===== config.mk =====
export PLATFORM = sky130hd
export DESIGN_NAME = fetch_controller
export DESIGN_NICKNAME = d
export VERILOG_FILES = /design/src/rtl/cpu_pkg.sv /design/src/rtl/pc_reg.sv /design/src/rtl/fetch_controller.sv
export SDC_FILE = /design/constraint.sdc
export NUM_CORES = 1
export LEC_CHECK = 0
export ABC_AREA = 1
export BUFFER_PORTS_ARGS = -buffer_cell sky130_fd_sc_hd__buf_4
export CAP_MARGIN = 0
export CORE_MARGIN = 3
export CORE_UTILIZATION = 45
export CTS_CLUSTER_DIAMETER = 30
export DETAILED_ROUTE_END_ITERATION = 10
export MAX_ROUTING_LAYER = met4
export PLACE_DENSITY = 0.84
export SYNTH_ARGS = -nofsm -noshare
export SYNTH_HDL_FRONTEND = slang
export SYNTH_SLANG_ARGS = --single-unit
export TNS_END_PERCENT = 30

===== constraint.sdc =====
create_clock -name clk -period 4.6 [get_ports clk]
set_clock_uncertainty 0.05 [all_clocks]
set_input_delay 0.23 -clock clk [delete_from_list [all_inputs] [get_ports clk]]
set_output_delay 0.23 -clock clk [all_outputs]
set_load 0.05 [all_outputs]

===== src/rtl/cpu_pkg.sv =====
// Shared CPU definitions: datapath widths, opcodes and the fetch FSM state type.
package cpu_pkg;

    localparam int unsigned ADDR_W = 24;
    localparam int unsigned DATA_W = 24;
    localparam int unsigned OPC_W  = 8;

    localparam logic [OPC_W-1:0] HALT_OP = 8'hFF;

    typedef enum logic [OPC_W-1:0] {
        OP_NOP  = 8'h00,
        OP_HALT = HALT_OP
    } opcode_t;

    typedef enum logic [1:0] {
        IDLE  = 2'd0,
        FETCH = 2'd1,
        HOLD  = 2'd2,
        HALT  = 2'd3
    } fetch_state_t;

endpackage


===== src/rtl/pc_reg.sv =====
// Program counter: reset to RESET_PC, load on redirect, otherwise increment with wrap.
module pc_reg #(
    parameter int unsigned       ADDR_W   = 24,
    parameter logic [ADDR_W-1:0] RESET_PC = '0
) (
    input  logic              clk,
    input  logic              rst,
    input  logic              load,
    input  logic [ADDR_W-1:0] load_pc,
    input  logic              inc,
    output logic [ADDR_W-1:0] pc
);

    logic [ADDR_W-1:0] pc_q, pc_d;

    // Load beats increment; the add wraps naturally at 2^ADDR_W.
    always_comb begin
        pc_d = pc_q;
        if (load) begin
            pc_d = load_pc;
        end else if (inc) begin
            pc_d = pc_q + ADDR_W'(1);
        end
    end

    always_ff @(posedge clk) begin
        if (rst) begin
            pc_q <= RESET_PC;
        end else begin
            pc_q <= pc_d;
        end
    end

    assign pc = pc_q;

endmodule


===== src/rtl/fetch_controller.sv =====
// Instruction fetch sequencer: reads IRAM at pc, waits MEM_LAT cycles, then holds the
// word in IR until decode takes it; handles start, halt-opcode and branch redirects.
module fetch_controller
    import cpu_pkg::*;
#(
    parameter int unsigned       ADDR_W   = cpu_pkg::ADDR_W,
    parameter int unsigned       DATA_W   = cpu_pkg::DATA_W,
    parameter logic [ADDR_W-1:0] RESET_PC = '0,
    parameter int unsigned       MEM_LAT  = 1,
    parameter int unsigned       OPC_W    = cpu_pkg::OPC_W,
    parameter logic [OPC_W-1:0]  HALT_OP  = cpu_pkg::HALT_OP
) (
    input  logic              clk,
    input  logic              rst,
    input  logic              start,
    output logic              iram_read,
    output logic [ADDR_W-1:0] iram_addr,
    input  logic [DATA_W-1:0] iram_data,
    output logic [DATA_W-1:0] ir_out,
    output logic              ir_valid,
    input  logic              ir_ready,
    input  logic              redirect,
    input  logic [ADDR_W-1:0] redirect_pc,
    output logic [ADDR_W-1:0] pc_out,
    output logic              halted,
    output logic              busy,
    output fetch_state_t      state_dbg
);

    localparam logic [2:0] LAT_LAST = 3'(MEM_LAT - 1);

    fetch_state_t      state_q, state_d;
    logic [2:0]        lat_cnt_q, lat_cnt_d;
    logic [DATA_W-1:0] ir_q, ir_d;
    logic              ir_valid_q, ir_valid_d;
    logic              iram_read_q, iram_read_d;
    logic              halted_q, halted_d;
    logic              busy_q, busy_d;
    logic              pc_load, pc_inc;
    logic [ADDR_W-1:0] pc;

    pc_reg #(
        .ADDR_W   (ADDR_W),
        .RESET_PC (RESET_PC)
    ) u_pc_reg (
        .clk     (clk),
        .rst     (rst),
        .load    (pc_load),
        .load_pc (redirect_pc),
        .inc     (pc_inc),
        .pc      (pc)
    );

    // Handshake: ir_out/ir_valid are held stable while ir_valid=1 and ir_ready=0; a word
    // is consumed on any rising edge where both are high. A redirect in FETCH or HOLD
    // drops ir_valid and restarts fetch at redirect_pc, even in the same cycle as a take.
    always_comb begin
        state_d    = state_q;
        lat_cnt_d  = lat_cnt_q;
        ir_d       = ir_q;
        ir_valid_d = ir_valid_q;
        pc_load    = 1'b0;
        pc_inc     = 1'b0;
        case (state_q)
            IDLE: begin
                if (start) begin
                    state_d   = FETCH;
                    lat_cnt_d = '0;
                end
            end
            FETCH: begin
                if (redirect) begin
                    pc_load    = 1'b1;
                    lat_cnt_d  = '0;
                    ir_valid_d = 1'b0;
                end else if (lat_cnt_q == LAT_LAST) begin
                    ir_d       = iram_data;
                    ir_valid_d = 1'b1;
                    pc_inc     = 1'b1;
                    lat_cnt_d  = '0;
                    state_d    = HOLD;
                end else begin
                    lat_cnt_d = lat_cnt_q + 3'd1;
                end
            end
            HOLD: begin
                if (redirect) begin
                    pc_load    = 1'b1;
                    lat_cnt_d  = '0;
                    ir_valid_d = 1'b0;
                    state_d    = FETCH;
                end else if (ir_ready) begin
                    ir_valid_d = 1'b0;
                    lat_cnt_d  = '0;
                    state_d    = (ir_q[DATA_W-1 -: OPC_W] == HALT_OP) ? HALT : FETCH;
                end
            end
            HALT: begin
                if (start) begin
                    state_d   = FETCH;
                    lat_cnt_d = '0;
                end
            end
            default: state_d = IDLE;
        endcase
        iram_read_d = (state_d == FETCH);
        halted_d    = (state_d == HALT);
        busy_d      = (state_d == FETCH) || (state_d == HOLD);
    end

    always_ff @(posedge clk) begin
        if (rst) begin
            state_q     <= IDLE;
            lat_cnt_q   <= '0;
            ir_q        <= '0;
            ir_valid_q  <= 1'b0;
            iram_read_q <= 1'b0;
            halted_q    <= 1'b0;
            busy_q      <= 1'b0;
        end else begin
            state_q     <= state_d;
            lat_cnt_q   <= lat_cnt_d;
            ir_q        <= ir_d;
            ir_valid_q  <= ir_valid_d;
            iram_read_q <= iram_read_d;
            halted_q    <= halted_d;
            busy_q      <= busy_d;
        end
    end

    assign iram_read = iram_read_q;
    assign iram_addr = pc;
    assign pc_out    = pc;
    assign ir_out    = ir_q;
    assign ir_valid  = ir_valid_q;
    assign halted    = halted_q;
    assign busy      = busy_q;
    assign state_dbg = state_q;

endmodule


==> metrics.yaml <==
core_sq_mm: 0.00653
dr_total_vias: 3337
cts_root_buf: "clkbuf_8"
yosys-top-cells-area: "dfxtp_1 36%, nand2_1 12%, nor2_1 9.8%"
period_minus_slack_ns: 2.79
setup_viol: 0
synth-seq-cells: 57
whs_path_depth: 3
cts_buffers: 9
grt_overflow: 0
synthArstFlopShare: 0
multi_input_area_sq_mm: 0.00156
syn_area_per_cell_sq_um: 6.74
pre_cts_ws_ns: 1.84
grt_max_degree: 49
synth_area_sq_mm: 0.00313
rsz0062_at_grt: "false"
yosys-top-cells-count: "102 x nand2_1, 82 x nor2_1, 57 x dfxtp_1, 34 x o21ai_0, 33 x inv_1"
drc: 0
criticalPathCategory: "reg2reg"
dp_hpwl_um: 6470
crit_arrival_ns: 3.01
num_antenna_cells: 0
die_y_um: 89.4
postSynthCellCount: 465
ctsResizeCount: 0
power.total_mw: 2.34
tightest_slew_ns: 0.884
p_seq_frac: 0.299
drive_above_1_share: 0.293
cts.sinks: 57
h-tree-depth: 3
yosys_warnings: 0
fmax_mhz: 358
syn2layout_area_growth_pct: 31.5
post-route-util: 0.631
viasPerCell: 5.16
ant_nets: 0
fin_crit_sh: 0.607
die-area_sq_mm: 0.00800
antenna_found_initial: 0
seq_area_frac_synth: 0.364
wl_um: 8700
intPower_mw: 1.20
crit_fanout: 48
cts_tree: "built"
dr.pass1.iters: 4
clk_pin_slew_ns: 0.07
switching_share: 0.484
fin_nets: 624
final-seq-area_sq_mm: 0.00114
yosysMostFrequentCell: "nand2_1"
peakVddDrop_mv: 0.356
drt_iter0_drc: 249
grt_pass1_vias: 3122
hp-class: "in2reg"
p_sw_mw: 1.13
synth_top_area_share: 0.364
syn_nets: 524
clock_latency_ns: 0.33
endpoint_kind: "flip-flop"
num_rows: 29
slew_headroom: 0.409
ioPinCount: 131
grt_usage: 0.225
synthDistinctLibCells: 32
combPwrFrac: 0.503
hold_buffers: 0
die_x_um: 89.4
rr_worst_depth: 11
grt_pass1_wl_um: 13700
crit_path_start_kind: "flip-flop"
synth_area_leader_cell: "dfxtp_1"
synth_edf_count: 0
p_leak_nw: 1.82
portBuffers: 130
clkPwrFrac: 0.197
fillers: 613
cts_setup_buffers: 0
final_hold_viol_count: 0
layout_setup_ws_ns: 1.81
routabilityCongestion: 0.865
maxCapViolations: 0
synth_ff_type: "dfxtp_1"
clockBufferDepth: 2
crit_required_ns: 4.81
slew_viol_final: 0
status: "finished clean"
tns_ns: 0
avgRoutedWirePerCell_um: 13.4
start_util: 0.480
power_density_mw_per_mm2: 567
==> layout make-up <==
| cell class | count | share of cell area |
|---|---|---|
| clock buffers | 11 | 0.0343 |
| clock inverters | 5 | 0.0134 |
| inverters | 37 | 0.0337 |
| multi-input cells | 329 | 0.379 |
| flip-flops and latches | 57 | 0.277 |
| well taps | 77 | 0.0234 |
| repair buffers | 131 | 0.239 |
==> through the flow <==
step	hold WS, ns	area [sq um]	instances
after floorplan	0.329	3130	465
after global placement	0.401	3920	631
after detailed placement	0.403	3920	631
after CTS	0.0813	4120	647
after global routing	0.0894	4120	647
final	0.0935	4120	647
==> worst paths after layout <==
check	startpoint	to	slack [ns]
hold / removal	iram_data[9]	ir_out[9]	0.09
setup / recovery	state_dbg[1]	busy	1.81
setup reg to reg	state_dbg[1]	busy	1.81
hold reg to reg	ir_valid	ir_valid	0.41
==> power groups by stage <==
stage	clock network (mW)	registers, mW	logic, mW
after CTS	0.470	0.698	1.18
after floorplan	0	1.02	0.590
after global placement	0	0.700	1.16
after detailed placement	0	0.708	1.18
final	0.460	0.700	1.18
after global routing	0.499	0.715	1.27
==> per-layer routing <==
metal	track usage	up-vias	routed length [um]
met3	0.0618	11	845
li1	-	1680	-
met4	0.0880	0	127
met5	-	-	0
met1	0.254	1494	3650
met2	0.376	152	4080
==> layout by cell type, fill, tap and decap left out, drive strengths merged <==
cell / instances
buf: 131
nand2: 106
nor2: 92
dfxtp: 57
o21ai: 41
inv: 37
a21oi: 31
nand3: 23
clkbuf: 11
nand4: 6
nor3: 6
ha: 6
a31oi: 4
a22oi: 4
a211oi: 2
xor2: 2
clkinv: 2
clkinvlp: 2
or2: 1
and2: 1
a22o: 1
o21bai: 1
a32oi: 1
o221ai: 1
bufinv: 1
==> critical path, cell delays in order, from the launching register on <==
cell,delay (ns)
dfxtp_1,0.38
inv_1,0.08
ha_1,0.23
inv_2,0.11
nor2_2,0.04
nand2_2,0.64
inv_1,0.52
nor2_1,0.19
o21ai_1,0.10
inv_1,0.08
ha_1,0.22
nor2_1,0.09
==> kinds of logic (layout without fill, tap and decap cells) <==
| family | count (synthesis) | after routing | synth area share |
|---|---|---|---|
| adders and majority gates | 6 | 6 | 0.0240 |
| buffers and inverters | 79 | 184 | 0.137 |
| DFF | 57 | 57 | 0.364 |
| xor gates and xnor gates | 2 | 2 | 0.00559 |
| AOI/OAI and AO/OA | 86 | 86 | 0.151 |
| and+or+nand+nor | 235 | 235 | 0.319 |
No activity file was read; power rests on OpenSTA's default activity.
